--- config.mk ---
export PLATFORM = sky130hd
export DESIGN_NAME = controlador_autenticacao_serial
export DESIGN_NICKNAME = d
export VERILOG_FILES = /design/src/rtl/controlador_autenticacao_serial.sv
export SDC_FILE = /design/constraint.sdc
export NUM_CORES = 1
export LEC_CHECK = 0
export CAP_MARGIN = 10
export CORE_MARGIN = 2
export CORE_UTILIZATION = 40
export DETAILED_ROUTE_END_ITERATION = 6
export PLACE_DENSITY = 0.66
export SLEW_MARGIN = 20
export SYNTH_ARGS = -nofsm -noshare
export SYNTH_HDL_FRONTEND = slang
export SYNTH_SLANG_ARGS = --single-unit
--- constraint.sdc ---
create_clock -name CLK -period 1.65 [get_ports CLK]
set_input_delay 0.33 -clock CLK [delete_from_list [all_inputs] [get_ports CLK]]
set_output_delay 0.33 -clock CLK [all_outputs]
set_load 0.05 [all_outputs]
--- src/rtl/controlador_autenticacao_serial.sv ---
// Serial credential requester for the 6-bit authentication comparator.
// Optional macro AUT_TIMEOUT_EN enables the inter-bit timeout in COLLECT.
module controlador_autenticacao_serial #(
  parameter int SETTLE_CYC  = 1,
  parameter int GRANT_CYC   = 8,
  parameter int MAX_FAIL    = 3,
  parameter int LOCKOUT_CYC = 64,
  parameter int TIMEOUT_CYC = 255,
  localparam int FW = $clog2(MAX_FAIL + 1)
) (
  input  logic          CLK,
  input  logic          RST_N,
  input  logic          START,
  input  logic [1:0]    ZONE,
  input  logic          BIT_IN,
  input  logic          BIT_VALID,
  input  logic [2:0]    AUT_IN,
  output logic [5:0]    CODE,
  output logic          CODE_VALID,
  output logic          BUSY,
  output logic          GRANT,
  output logic          DENY,
  output logic          LOCKED,
  output logic [FW-1:0] FAIL_CNT
);

  localparam int M1 = (GRANT_CYC > LOCKOUT_CYC) ? GRANT_CYC : LOCKOUT_CYC;
  localparam int M2 = (M1 > SETTLE_CYC) ? M1 : SETTLE_CYC;
  localparam int M3 = (M2 > TIMEOUT_CYC) ? M2 : TIMEOUT_CYC;
  localparam int CW = $clog2(M3 + 1);

  localparam logic [CW-1:0] SET_END = CW'(SETTLE_CYC - 1);
  localparam logic [CW-1:0] GRT_END = CW'(GRANT_CYC - 1);
  localparam logic [CW-1:0] LCK_END = CW'(LOCKOUT_CYC - 1);
`ifdef AUT_TIMEOUT_EN
  localparam logic [CW-1:0] TMO_END = CW'(TIMEOUT_CYC - 1);
`endif
  localparam logic [FW-1:0] FMAX = FW'(MAX_FAIL);

  typedef enum logic [2:0] {
    S_IDLE,
    S_COLLECT,
    S_SETTLE,
    S_DECIDE,
    S_GRANT,
    S_DENY,
    S_LOCKOUT
  } state_t;

  state_t        state_q;
  logic [1:0]    zone_q;
  logic [5:0]    code_q;
  logic [2:0]    bcnt_q;
  logic [CW-1:0] cnt_q;
  logic          cv_q;
  logic          grant_q;
  logic          deny_q;
  logic          locked_q;
  logic [FW-1:0] fail_q;
  logic [FW-1:0] fail_d;
  logic          hit_d;

  always_comb begin
    fail_d = fail_q;
    if (fail_q != FMAX) fail_d = fail_q + 1'b1;
  end

  // zone 3 never matches, whatever the comparator says
  always_comb begin
    hit_d = 1'b0;
    unique case (zone_q)
      2'd0: hit_d = AUT_IN[0];
      2'd1: hit_d = AUT_IN[1];
      2'd2: hit_d = AUT_IN[2];
      2'd3: hit_d = 1'b0;
    endcase
  end

  always_ff @(posedge CLK or negedge RST_N) begin
    if (!RST_N) begin
      state_q  <= S_IDLE;
      zone_q   <= 2'd0;
      code_q   <= 6'b0;
      bcnt_q   <= 3'd0;
      cnt_q    <= '0;
      cv_q     <= 1'b0;
      grant_q  <= 1'b0;
      deny_q   <= 1'b0;
      locked_q <= 1'b0;
      fail_q   <= '0;
    end else begin
      unique case (state_q)
        S_IDLE: begin
          if (START) begin
            zone_q  <= ZONE;
            code_q  <= 6'b0;
            bcnt_q  <= 3'd0;
            cnt_q   <= '0;
            state_q <= S_COLLECT;
          end
        end
        S_COLLECT: begin
          if (BIT_VALID) begin
            code_q <= {code_q[4:0], BIT_IN};
            cnt_q  <= '0;
            if (bcnt_q == 3'd5) begin
              cv_q    <= 1'b1;
              state_q <= S_SETTLE;
            end else begin
              bcnt_q <= bcnt_q + 3'd1;
            end
          end
`ifdef AUT_TIMEOUT_EN
          else if (cnt_q == TMO_END) begin
            cnt_q   <= '0;
            deny_q  <= 1'b1;
            state_q <= S_DENY;
          end else begin
            cnt_q <= cnt_q + 1'b1;
          end
`endif
        end
        S_SETTLE: begin
          if (cnt_q == SET_END) begin
            cnt_q   <= '0;
            state_q <= S_DECIDE;
          end else begin
            cnt_q <= cnt_q + 1'b1;
          end
        end
        S_DECIDE: begin
          cnt_q <= '0;
          if (hit_d) begin
            grant_q <= 1'b1;
            fail_q  <= '0;
            state_q <= S_GRANT;
          end else begin
            deny_q  <= 1'b1;
            state_q <= S_DENY;
          end
        end
        S_GRANT: begin
          if (cnt_q == GRT_END) begin
            grant_q <= 1'b0;
            code_q  <= 6'b0;
            cv_q    <= 1'b0;
            cnt_q   <= '0;
            state_q <= S_IDLE;
          end else begin
            cnt_q <= cnt_q + 1'b1;
          end
        end
        S_DENY: begin
          deny_q  <= 1'b0;
          code_q  <= 6'b0;
          cv_q    <= 1'b0;
          cnt_q   <= '0;
          state_q <= S_IDLE;
          if (zone_q != 2'd3) begin
            fail_q <= fail_d;
            if (fail_d == FMAX) begin
              locked_q <= 1'b1;
              state_q  <= S_LOCKOUT;
            end
          end
        end
        S_LOCKOUT: begin
          if (cnt_q == LCK_END) begin
            locked_q <= 1'b0;
            fail_q   <= '0;
            cnt_q    <= '0;
            state_q  <= S_IDLE;
          end else begin
            cnt_q <= cnt_q + 1'b1;
          end
        end
        default: state_q <= S_IDLE;
      endcase
    end
  end

  assign CODE       = code_q;
  assign CODE_VALID = cv_q;
  assign BUSY       = (state_q != S_IDLE);
  assign GRANT      = grant_q;
  assign DENY       = deny_q;
  assign LOCKED     = locked_q;
  assign FAIL_CNT   = fail_q;

endmodule

==> results.sh <==
export IMPL_cp_num_buf_inv=1
export IMPL_worst_pin_slew_ps=376
export IMPL_antennaDiodeCount=0
export IMPL_async_flop_share_pct=100
export IMPL_finalSetupTns_ps=-298
export IMPL_clock_fmax_mhz=581
export IMPL_row_count=22
export IMPL_worstSetupStartpointType="flip-flop"
export IMPL_violations="negative setup slack"
export IMPL_grt_pass1_vias=1505
export IMPL_grt_usage_pct=18.2
export IMPL_wl_met2_um=1990
export IMPL_clk_latency_ps=280
export IMPL_cts_sinks=28
export IMPL_gp_congestion=0.856
export IMPL_wl_met3_um=128
export IMPL_clockBufferDepth=2
export IMPL_rsz0062_at_grt="true"
export IMPL_core_area_um2=3740
export IMPL_synth_seq_cells=28
export IMPL_status="complete, but fails checks"
export IMPL_final_hold_viol_count=0
export IMPL_max_stage_delay_ps=360
export IMPL_syn_to_final_growth_pct=41.3
export IMPL_initial_core_util_pct=42.4
export IMPL_netlist_area_um2=1590
export IMPL_cp_required_ps=1850
export IMPL_die_area_um2=4490
export IMPL_drt_wl_total_um=3840
export IMPL_relSlewSlack_pct=74.9
export IMPL_cts_tree="built"
export IMPL_h_tree_depth=1
export IMPL_layout_drive_gt1_share_pct=35.2
export IMPL_dieHeight_um=67.0
export IMPL_cp_slowest_cell="dfrtp_1"
export IMPL_syn_nets=183
export IMPL_fin_cells=275
export IMPL_nets=243
export IMPL_vdd_ir_drop_worst_mv=1.00
export IMPL_ys_types=42
export IMPL_grt_pass1_wl_um=6350
export IMPL_synth_cells=169
export IMPL_cts_hold_repair_buffers=0
export IMPL_final_antenna_net_count=0
export IMPL_fin_skew_ps=4.44
export IMPL_die_w_um=67.0
export IMPL_grt_ovfl_total=0
export IMPL_vias_per_cell=5.40
export IMPL_seq_area_frac_synth_pct=44.1
export IMPL_synth_top_flop_cell="dfrtp_1"
export IMPL_p_leak_nw=1.03
export IMPL_pin_count=23
export IMPL_path_delay_family="simple AND/OR/NAND/NOR gates"
export IMPL_synth_edf_count=0
export IMPL_place_inst=265
export IMPL_arrival_ps=1920
export IMPL_cp_cell_sequence="ha_2, and4bb_2, a21oi_4, or2_1, buf_6, nor2_4, mux2i_1"
export IMPL_wl_met1_um=1700
export IMPL_power_density_nw_per_um2=1710
export IMPL_root_buffer="clkbuf_8"
export IMPL_yosysWarnings=0
export IMPL_power_mw=3.85
export IMPL_drtIter0Drc=48
export IMPL_drt_pass1_iter_count=4
export IMPL_dp_hpwl_um=2830
export IMPL_drcViolationCount=0
export IMPL_drv_cap=0
export IMPL_fillers=345
export IMPL_period_share_pct=104
export IMPL_hold_path_class="in -> async"
export IMPL_maxSlewViolCount=0
export IMPL_critPathCaptureType="flip-flop"
export IMPL_syn_avg_cell_area_um2=9.40
export IMPL_fin_crit_ps=1720
export IMPL_path_class="reg -> reg"
export IMPL_highest_layer="met4"
export IMPL_antenna_found_initial=0
export IMPL_grt_max_degree=29
export IMPL_clk_pin_slew_ps=90
export IMPL_setup_ws_ps=-71.2
export IMPL_via_count=1486
export IMPL_finalSetupViolCount=9
export IMPL_finish_utilization_pct=60.0
export IMPL_avgRoutedWirePerCell_um=14.0
export IMPL_portBuffers=22
export IMPL_numCtsBuffers=3
export IMPL_cp_max_fo=9
## registers in the layout (all words and copies together) (netlist names)
name / cells
CODE: 6
CODE_VALID: 1
DENY: 1
FAIL_CNT: 2
GRANT: 1
LOCKED: 1
bcnt_q: 3
cnt_q: 8
state_q: 3
zone_q: 2
## worst reg2reg max path, delay by kind of cell, from the launching register on
family / cells / cell delay (ps)
compound gates: 1 / 90
fa+ha+maj: 1 / 180
buf+inv: 1 / 150
flops: 1 / 360
mux: 1 / 210
simple gates: 3 / 670
## timing repair
item,CTS,global route
buffers inserted,3,4
setup endpoints to repair,12,24
hold endpoints to repair,0,0
gates cloned,0,0
resized for setup,8,20
pin swaps,6,6
## routing by layer
layer | vias to the layer above | global-route usage [%]
met5 | - | 0
met4 | 0 | 4.34
met3 | 3 | 2.53
met2 | 25 | 34.3
met1 | 733 | 21.4
li1 | 725 | -
## per-stage QoR
step           hold slack, ps  setup WS, ps  instance area (um^2)
2_1_floorplan            34.4         0.150                  1600
3_3_place_gp              463          -213                  2070
5_1_grt                   450          -148                  2240
6_report                  427         -71.2                  2240
4_1_cts                   439          -100                  2160
3_5_place_dp              477          -274                  2070
## kinds of logic (layout without fill, tap and decap cells)
kind of cell | Yosys count | count (layout) | synth area share, %
AOI/OAI and AO/OA | 46 | 46 | 19.5
xor gates and xnor gates | 1 | 1 | 0.551
adders and majority gates | 4 | 4 | 3.15
buffers and inverters | 15 | 73 | 4.17
DFF | 28 | 28 | 44.1
muxes | 9 | 9 | 5.91
and+or+nand+nor | 66 | 66 | 22.6
## cell usage in the layout, fill, tap and decap left out, types with 2 or more instances in the layout
cell / n
mux2_2: 3
nand2_1: 21
mux2i_1: 6
nand2b_1: 5
a21oi_1: 7
clkdlybuf4s50_1: 9
clkbuf_8: 3
o21ai_1: 6
buf_4: 45
nor4_1: 2
o2bb2ai_1: 2
dfrtp_2: 2
nor3_2: 2
buf_12: 2
inv_1: 8
nor3_1: 2
ha_1: 3
o21ai_0: 13
dfrtp_1: 26
a21o_1: 2
buf_6: 5
nor2_1: 7
o41ai_1: 3
nand3_1: 9
a31oi_1: 4
## layout make-up
class	instances	area, um^2	share of cell area (%)
Sequential cell	28	703	31.3
Multi-Input combinational cell	126	882	39.3
Clock buffer	3	41.3	1.84
Timing Repair Buffer	61	524	23.4
Inverter	9	33.8	1.51
Tap cell	48	60.1	2.68
## where the power goes
| group | switching (mW) | internal, mW |
|---|---|---|
| clock network | 0.219 | 0.165 |
| registers | 0.141 | 0.862 |
| logic | 1.32 | 1.14 |
| total | 1.68 | 2.16 |
## final timing paths
kind | start | to | slack (ps) | depth (start not counted)
setup / recovery | cnt_q[1]$_DFFE_PN0P_ | CODE[4]$_DFFE_PN0P_ | -70 | 7
hold / removal | RST_N | cnt_q[2]$_DFFE_PN0P_ | 430 | 2
setup reg to reg | cnt_q[1]$_DFFE_PN0P_ | CODE[4]$_DFFE_PN0P_ | -70 | 7
hold reg to reg | DENY$_DFFE_PN0P_ | DENY$_DFFE_PN0P_ | 500 | 2
max in group asynchronous | RST_N | state_q[0]$_DFFE_PN0P_ | 930 | 2
min in group CLK | DENY$_DFFE_PN0P_ | DENY$_DFFE_PN0P_ | 500 | 2
## cell usage after synthesis, types with 2 or more instances
| master | count | share of area (%) |
|---|---|---|
| nor3_1 | 3 | 0.94 |
| and3_1 | 2 | 0.79 |
| o41ai_1 | 3 | 1.7 |
| nor2_1 | 8 | 1.9 |
| a21o_1 | 2 | 0.94 |
| mux2i_1 | 6 | 3.8 |
| clkbuf_1 | 2 | 0.47 |
| o2bb2ai_1 | 2 | 1.1 |
| nand2b_1 | 5 | 2.0 |
| a31oi_1 | 4 | 1.6 |
| o21ai_0 | 20 | 6.3 |
| a21oi_1 | 7 | 2.2 |
| mux2_2 | 3 | 2.1 |
| dfrtp_1 | 28 | 44 |
| buf_4 | 2 | 0.94 |
| nand3_1 | 10 | 3.1 |
| nand2_1 | 21 | 5.0 |
| ha_1 | 4 | 3.1 |
| nor2b_1 | 2 | 0.79 |
| buf_2 | 2 | 0.63 |
| nor4_1 | 3 | 1.2 |
| inv_1 | 9 | 2.1 |
| nor3_2 | 2 | 1.3 |
Note: power is estimated with default switching activity, not from simulation.
